### config.mk
export PLATFORM = sky130hd
export DESIGN_NAME = mem_port_arbiter
export DESIGN_NICKNAME = d
export VERILOG_FILES = /design/src/rtl/mem_arb_pkg.sv /design/src/rtl/mem_port_arbiter.sv
export SDC_FILE = /design/constraint.sdc
export NUM_CORES = 1
export LEC_CHECK = 0
export ABC_CLOCK_PERIOD_IN_PS = 2200
export CORE_AREA = 2 2 109 111
export DETAILED_ROUTE_END_ITERATION = 10
export DIE_AREA = 0 0 111 113
export PLACE_DENSITY = 0.8
export SLEW_MARGIN = 10
export SYNTH_ARGS = -nofsm -noshare
export SYNTH_HDL_FRONTEND = slang
export SYNTH_SLANG_ARGS = --single-unit
### constraint.sdc
create_clock -name clk -period 2.2 [get_ports clk]
set_clock_uncertainty 0.05 [all_clocks]
set_input_delay 0.33 -clock clk [delete_from_list [all_inputs] [get_ports clk]]
set_output_delay 0.33 -clock clk [all_outputs]
set_load 0.05 [all_outputs]
### src/rtl/mem_arb_pkg.sv
// Shared types for the instruction/data memory port arbiter.
package mem_arb_pkg;

  typedef enum logic [1:0] {
    IDLE = 2'd0,
    ADDR = 2'd1,
    RESP = 2'd2
  } arb_state_e;

  typedef enum logic {
    OWN_INST = 1'b0,
    OWN_DATA = 1'b1
  } owner_e;

  localparam logic [1:0] SZ_BYTE = 2'd0;
  localparam logic [1:0] SZ_HALF = 2'd1;
  localparam logic [1:0] SZ_WORD = 2'd2;

endpackage

### src/rtl/mem_port_arbiter.sv
// Arbitrates the fetch and data requesters onto one SRAM-like port with a
// single outstanding transaction, fetch starvation limiting and flush discard.
module mem_port_arbiter
  import mem_arb_pkg::*;
#(
  parameter int unsigned STARVE_LIMIT = 4,
  parameter int unsigned ADDR_W       = 32,
  parameter int unsigned DATA_W       = 32
) (
  input  logic              clk,
  input  logic              rst,
  input  logic              inst_req,
  input  logic [ADDR_W-1:0] inst_addr,
  input  logic              inst_cancel,
  output logic              inst_addr_ok,
  output logic              inst_data_ok,
  output logic [DATA_W-1:0] inst_rdata,
  input  logic              data_req,
  input  logic              data_wr,
  input  logic [1:0]        data_size,
  input  logic [3:0]        data_wstrb,
  input  logic [ADDR_W-1:0] data_addr,
  input  logic [DATA_W-1:0] data_wdata,
  output logic              data_addr_ok,
  output logic              data_data_ok,
  output logic [DATA_W-1:0] data_rdata,
  output logic              mem_req,
  output logic              mem_wr,
  output logic [1:0]        mem_size,
  output logic [3:0]        mem_wstrb,
  output logic [ADDR_W-1:0] mem_addr,
  output logic [DATA_W-1:0] mem_wdata,
  input  logic              mem_addr_ok,
  input  logic              mem_data_ok,
  input  logic [DATA_W-1:0] mem_rdata,
  output logic              arb_busy
);

  localparam int unsigned CNT_W = (STARVE_LIMIT < 1) ? 1 : $clog2(STARVE_LIMIT + 1);
  localparam logic [CNT_W-1:0] CNT_MAX = CNT_W'(STARVE_LIMIT);
  localparam bit STARVE_EN = (STARVE_LIMIT != 0);

  arb_state_e        state_q, state_d;
  owner_e            owner_q, owner_d;
  logic              cancel_q, cancel_d;
  logic [CNT_W-1:0]  cnt_q, cnt_d;
  logic              wr_d;
  logic [1:0]        size_d;
  logic [3:0]        wstrb_d;
  logic [ADDR_W-1:0] addr_d;
  logic [DATA_W-1:0] wdata_d;
  logic              arb_en;
  logic              pick_inst;
  logic              done;

  // State, ownership and registered port fields
  always_ff @(posedge clk or negedge rst) begin
    if (!rst) begin
      state_q   <= IDLE;
      owner_q   <= OWN_INST;
      cancel_q  <= 1'b0;
      cnt_q     <= '0;
      mem_wr    <= 1'b0;
      mem_size  <= 2'd0;
      mem_wstrb <= 4'd0;
      mem_addr  <= '0;
      mem_wdata <= '0;
    end else begin
      state_q   <= state_d;
      owner_q   <= owner_d;
      cancel_q  <= cancel_d;
      cnt_q     <= cnt_d;
      mem_wr    <= wr_d;
      mem_size  <= size_d;
      mem_wstrb <= wstrb_d;
      mem_addr  <= addr_d;
      mem_wdata <= wdata_d;
    end
  end

  // Next state, arbitration and grant capture
  always_comb begin
    state_d   = state_q;
    owner_d   = owner_q;
    cancel_d  = cancel_q;
    cnt_d     = cnt_q;
    wr_d      = mem_wr;
    size_d    = mem_size;
    wstrb_d   = mem_wstrb;
    addr_d    = mem_addr;
    wdata_d   = mem_wdata;
    arb_en    = 1'b0;
    pick_inst = 1'b0;
    done      = 1'b0;

    case (state_q)
      IDLE: arb_en = 1'b1;
      ADDR: if (mem_addr_ok) state_d = RESP;
      RESP: begin
        if (mem_data_ok) begin
          done     = 1'b1;
          arb_en   = 1'b1;
          state_d  = IDLE;
          cancel_d = 1'b0;
        end
      end
      default: state_d = IDLE;
    endcase

    // A flush only marks the fetch that is actually in flight
    if (state_q != IDLE && owner_q == OWN_INST && inst_cancel && !done) begin
      cancel_d = 1'b1;
    end

    if (arb_en && (inst_req || data_req)) begin
      pick_inst = inst_req && (!data_req || (STARVE_EN && cnt_q == CNT_MAX));
      state_d   = ADDR;
      if (pick_inst) begin
        owner_d  = OWN_INST;
        cancel_d = inst_cancel;
        cnt_d    = '0;
        wr_d     = 1'b0;
        size_d   = SZ_WORD;
        wstrb_d  = 4'd0;
        addr_d   = inst_addr;
        wdata_d  = '0;
      end else begin
        owner_d  = OWN_DATA;
        cancel_d = 1'b0;
        if (inst_req && cnt_q != CNT_MAX) cnt_d = cnt_q + CNT_W'(1);
        wr_d     = data_wr;
        size_d   = data_size;
        wstrb_d  = data_wstrb;
        addr_d   = data_addr;
        wdata_d  = data_wdata;
      end
    end
  end

  assign mem_req  = (state_q == ADDR);
  assign arb_busy = (state_q != IDLE);

  // Handshake returns are steered to the owner in the same cycle
  assign inst_addr_ok = mem_req && (owner_q == OWN_INST) && mem_addr_ok;
  assign data_addr_ok = mem_req && (owner_q == OWN_DATA) && mem_addr_ok;
  assign inst_data_ok = (state_q == RESP) && (owner_q == OWN_INST) && mem_data_ok && !cancel_q;
  assign data_data_ok = (state_q == RESP) && (owner_q == OWN_DATA) && mem_data_ok;
  assign inst_rdata   = inst_data_ok ? mem_rdata : '0;
  assign data_rdata   = data_data_ok ? mem_rdata : '0;

endmodule

==> flow_summary.toml, run 1 <==
[outcome]
status = "complete, no violations"

[worst_setup_path]
crit_end = "data_rdata[21]"
rrSetupSlack_ns = 0.33
cp.required_ns = 1.82
critPathLaunch = "mem_data_ok"
ff2ff_path_depth = 6
critPathMaxFanout = 16
cp-start-kind = "input pin"
r2r_end = "mem_wdata[27]"
setup.worst_path.end_class = "primary output"
timing.rr.start = "cnt_q[0]"
worstSetupPathType = "in2out"
cp.arrival_ns = 1.79

[global_routing]
antenna_found_initial = 0
grt_first_pass_wirelength_um = 24200
first_global_vias = 4546
grt_start_max_net_pins = 44
grt_usage = 0.244
grt-ovfl-total = 0

[clocking]
clk_latency_ns = 0.32
ctsLongestPathBuffers = 2
cts_tree = "done"
cts_sinks = 78
cts-root-buf = "clkbuf_16"
cts_htree_levels = 3
path_clk_slew_ns = 0.06
cts_buffers = 9

[power]
switchingPower_mw = 4.99
p_clk_frac = 0.128
p_sw_frac = 0.484
power_density_nw_per_um2 = 1280
pwr-share-comb = 0.628
vdd_drop_max_v = 0.00104
p_leak_nw = 3.26
seqPwrFrac = 0.244
power_mw = 10.3
p_int_mw = 5.31

[sta]
maxSlewHeadroom = 0.592
max_freq_ghz = 0.460
finalHoldViolCount = 0
holdWs_ns = 0.448
fin_ws_ns = 0.0253
max_slew.worst_pin.slew_ns = 0.611
post-route-min-period_ns = 2.17
slew_viol_final = 0
final-setup-viol-count = 0
fin_crit_sh = 0.988
fin_setup_tns_ns = 0

[detailed_routing]
drtIter0Drc = 280
vias = 4335
vias_per_cell = 5.30
drt_pass1_iterations = 4
ant_nets = 0
dr_wl_met3_um = 1170
routed.top_layer = "met4"
m1WireLength_um = 6000
wl_per_cell_um = 19.4
route.detailed.drc = 0
wl_met2_um = 8170
finalWirelength_um = 15800

[placement]
dp_cells = 799
dpl_cell_area_sq_um = 7650
pre_cts_ws_ns = 0.0448
gp_congestion = 0.887
port_buffers = 282
dp_hpwl_um = 12200

[die]
pin_count = 283
fp.dieW_um = 111
fp.dieH_um = 113
core_area_sq_um = 11300
num_rows = 39
dieArea_sq_um = 12500
start_util = 0.345

[cells_and_area]
n_antenna_cell = 0
drive_gt1_frac = 0.207
fin_cells = 818
nets = 815
stdcell_area_sq_um = 8010
area_growth_pct = 106
utilization = 0.711

[flow_run]
maxCapViolCount = 0

[synth]
synthDistinctLibCells = 32
syn_area_per_cell_sq_um = 9.83
synth_fp_nets = 540
netlist_area_sq_um = 3890
yosys_warnings = 0
synth_seq_cells = 78
syn_inst = 396
seq_area_frac_synth = 0.501

[hold_path]
hold_class = "in2async"
[metal layers]
metal / up-vias / track usage
li1: 2012 / -
met5: - / 0
met1: 2070 / 0.280
met2: 216 / 0.436
met3: 37 / 0.0616
met4: 0 / 0.102
[cell families after synthesis]
logic type / count (synthesis) / synth area share
mux: 2 / 0.00514
buf+inv: 48 / 0.0524
simple gates: 120 / 0.176
compound gates: 146 / 0.259
fa+ha+maj: 2 / 0.00643
flops: 78 / 0.501
[final cells by class]
class	instances	area, sq um
flip-flops and latches	78	1950
well taps	143	179
fillers	791	3260
multi-input cells	270	1800
inverters	5	18.8
clock buffers	11	243
clock inverters	4	23.8
repair buffers	307	3800
[sequential cells by signal (all words and copies together) (netlist names)]
signal and flops:
mem_size 2, mem_wdata 32, mem_wr 1, state_q 2, cnt_q 3, owner_q 1
mem_wstrb 4, mem_addr 32, cancel_q 1
[layout by cell type (no fill, tap or decap), types with 2 or more instances in the layout]
cell and instances:
clkinv_2 3, nor3_1 2, dfrtp_1 77, o21ai_0 33, and2_2 18, ha_1 2
clkdlybuf4s50_1 211, mux2i_1 2, inv_1 4, a31oi_1 65, and2_1 44, or2_2 2
nor2_1 3, nor2b_1 2, nand3_1 34, clkbuf_16 11, nand2_1 4, o31ai_1 2
buf_12 74, nand2b_1 2, a22o_1 38, buf_4 19, and2_4 2
[cell usage after synthesis]
cell       instances  area share
nor2_1             4      0.0039
a22o_1            38       0.086
a32o_1             1      0.0026
a21bo_1            1      0.0026
a2bb2oi_1          1      0.0023
and2_1            64        0.10
and3_1             1      0.0016
nor2b_1            3      0.0048
clkbuf_1          36       0.035
mux2i_1            2      0.0051
ha_1               2      0.0064
o31ai_1            2      0.0039
dfrtp_1           78        0.50
or2_2              2      0.0032
buf_6              2      0.0058
a31oi_1           65        0.10
a2111o_1           1      0.0029
nand2b_1           2      0.0032
nor4_1             1      0.0016
buf_2              4      0.0051
inv_1              4      0.0039
nand2_1            5      0.0048
a21oi_1            1      0.0013
nor3_1             3      0.0039
o221ai_1           1      0.0023
nor3b_1            1      0.0019
buf_4              1      0.0019
clkinv_1           1     0.00096
a2111oi_4          1      0.0071
nand3_1           34       0.044
o21ai_0           33       0.042
a21boi_0           1      0.0019
[power groups by stage]
stage | Sequential (mW) | Combinational (mW) | Clock, mW
floorplan | 4.60 | 1.78 | 0
global placement | 2.48 | 6.33 | 0
detailed placement | 2.52 | 6.42 | 0
CTS | 2.50 | 6.44 | 1.36
global route | 2.60 | 6.74 | 1.42
finish | 2.51 | 6.46 | 1.32
[worst max-delay path: stages]
cell and delay (ns):
clkdlybuf4s50_1 0.51, nand2_2 0.10, nor3b_4 0.22, buf_12 0.15, clkbuf_16 0.16, and2_1 0.17, buf_12 0.15
[how the worst min path moves through the flow]
stage	cells after the start	end	startpoint	slack, ns
floorplan	0	cancel_q	rst	-0.02
finish	2	mem_wdata[30]	rst	0.45
CTS	2	mem_wdata[30]	rst	0.45
detailed placement	1	mem_wdata[30]	rst	0.26
global placement	1	mem_wdata[30]	rst	0.25
global route	1	mem_wdata[2]	mem_wdata[2]	0.47
[repair_timing]
action,CTS,global route
setup endpoints to repair,0,41
gates resized for setup,0,5
hold buffers,1,0
hold endpoints to repair,35,0
buffers inserted,0,1
Power figures use the tool's default switching activity.
==> run 2, diff against run 1 <==
CAP_MARGIN = 40   (was not set)
==> results of run 2 <==
Same layout as run 1: the final DEF is identical, and so are final timing and power.
==> run 3, diff against run 2 <==
CAP_MARGIN = 20   (was 40)
CELL_PAD_IN_SITES_DETAIL_PLACEMENT = 1   (was not set)
CELL_PAD_IN_SITES_GLOBAL_PLACEMENT = 2   (was not set)
CORE_AREA = not set   (was 2 2 109 111)
CORE_UTILIZATION = 18   (was not set)
DIE_AREA = not set   (was 0 0 111 113)
PLACE_DENSITY = not set   (was 0.8)
PLACE_DENSITY_LB_ADDON = 0.1   (was not set)
==> run 3 against run 2 <==
  * Worst hold slack about the same
  * Critical path type is now reg2out
  * Sequential power about the same
  * Core utilization down 32 points
  * Clock power up 11%
  * Worst setup slack better by 0.050 ns
  * Sequential share of layout area down 0.59 points
  * Highest routed layer unchanged
  * Total power up 2.1%
  * Flip-flop and latch count unchanged
  * Largest cell class unchanged
  * Cell area up 2.5%
  * Critical path depth down 2
==> flow_summary.toml, run 3 (synthesized netlist as in run 1, its figures left out) <==
[clocking]
cts_sinks = 78
cts-root-buf = "clkbuf_16"
cts_buffers = 9
cts_tree = "done"
cts_htree_levels = 3
path_clk_slew_ns = 0.06
ctsLongestPathBuffers = 2
clk_latency_ns = 0.33

[sta]
post-route-min-period_ns = 2.12
max_slew.worst_pin.slew_ns = 0.606
maxSlewHeadroom = 0.595
final-setup-viol-count = 0
fin_setup_tns_ns = 0
fin_crit_sh = 0.966
max_freq_ghz = 0.471
finalHoldViolCount = 0
slew_viol_final = 0

[outcome]
status = "complete, no violations"

[global_routing]
first_global_vias = 4716
grt_first_pass_wirelength_um = 27300
grt_start_max_net_pins = 40
grt-ovfl-total = 0
antenna_found_initial = 0
grt_usage = 0.160

[worst_setup_path]
slowest_delay_ns = 0.45
critical_path.top_delay_family = "buffers and inverters"
crit_chain = "nor4_4, buf_4, clkbuf_16, and2_1, buf_12"
r2r_end = "mem_wstrb[3]"
setup.worst_path.end_class = "primary output"
critPathMaxFanout = 16
timing.rr.start = "cnt_q[0]"
path_buf_inv = 3
slowest_stage = "dfrtp_2"
worstSetupPathType = "reg2out"
ff2ff_path_depth = 6
rrSetupSlack_ns = 0.31
cp-start-kind = "flip-flop"
cp.required_ns = 1.82
cp.arrival_ns = 1.74

[cells_and_area]
multiInputGateArea_sq_um = 1800
n_fill_cell = 2282
drive_gt1_frac = 0.212
seq_area_sq_um = 1950
final_common_cell = "clkdlybuf4s50_1"
nets = 817
final_cell_mix = "clkdlybuf4s50_1 (210), dfrtp_1 (76), buf_12 (75)"
largestRegisters = "mem_addr x32, mem_wdata x32, mem_wstrb x4"
utilization = 0.390
n_antenna_cell = 0
area_growth_pct = 111

[detailed_routing]
finalWirelength_um = 18000
drt_pass1_iterations = 5
drtIter0Drc = 179
route.detailed.drc = 0
vias = 4327
ant_nets = 0
wl_per_cell_um = 18.9
vias_per_cell = 4.55

[power]
p_leak_nw = 3.28
vdd_drop_max_v = 0.000403
power_density_nw_per_um2 = 1280

[placement]
port_buffers = 282
gp_congestion = 0.730
dp_hpwl_um = 13700

[die]
dieArea_sq_um = 22200
start_util = 0.185
pin_count = 283
fp.dieW_um = 149
num_rows = 53
core_area_sq_um = 21100
fp.dieH_um = 149

[flow_run]
maxCapViolCount = 0

[hold_path]
hold_class = "in2async"
[run 3: timing repair]
| item | CTS | global route |
|---|---|---|
| gates cloned | 0 | 1 |
| endpoints found under the setup margin | 1 | 59 |
| pin swaps | 0 | 1 |
| gates resized for setup | 1 | 5 |
| endpoints found under the hold margin | 33 | 0 |
| setup buffers | 0 | 2 |
| hold buffers | 1 | 0 |
[run 3: worst reg2reg max path: stages (launching register included)]
cell and delay (ns):
dfrtp_1 0.34, inv_1 0.07, ha_1 0.24, a21bo_1 0.25, a2111oi_4 0.42, buf_12 0.25, a22o_1 0.19
[run 3: layer usage]
layer  global-route usage  up-vias  share of wire
li1                     -     2014              -
met4               0.0367        0          0.011
met1                0.195     2146           0.40
met5                    0        -              0
met3               0.0361       14          0.059
met2                0.284      153           0.53
[run 3: how the worst max path moves through the flow]
stage / startpoint / end / cells past startpoint
2_1_floorplan: state_q[0] / inst_addr_ok / 4
3_5_place_dp: mem_data_ok / inst_rdata[20] / 6
3_3_place_gp: mem_data_ok / inst_rdata[3] / 6
4_1_cts: mem_data_ok / data_rdata[6] / 6
5_1_grt: state_q[0] / inst_rdata[0] / 5
6_report: owner_q / inst_rdata[21] / 5
[run 3: per-stage QoR]
stage | instances | total power [mW] | hold WS (ns) | cell area, sq um | worst slack [ns]
after global placement | 933 | 9.02 | 0.280 | 7860 | 0.0889
after global routing | 951 | 11.1 | 0.477 | 8210 | -0.00508
after detailed placement | 933 | 9.07 | 0.278 | 7860 | 0.0505
final | 951 | 10.5 | 0.448 | 8210 | 0.0752
after floorplan | 396 | 6.38 | -0.0156 | 3930 | 0.0173
after CTS | 948 | 10.6 | 0.457 | 8160 | 0.0381
[run 3: cell type report]
| cell class | instances | area share |
|---|---|---|
| Multi-Input combinational cell | 270 | 0.219 |
| Tap cell | 275 | 0.0419 |
| Timing Repair Buffer | 309 | 0.464 |
| Clock buffer | 10 | 0.0291 |
| Inverter | 5 | 0.00228 |
| Sequential cell | 78 | 0.238 |
| Clock inverter | 4 | 0.00594 |
[run 3: report_power, final]
part / leakage [nW] / total [mW] / internal, mW / switching, mW
sequential: 0.934 / 2.53 / 2.11 / 0.424
combinational: 2.20 / 6.50 / 2.43 / 4.07
clock: 0.144 / 1.47 / 0.895 / 0.575
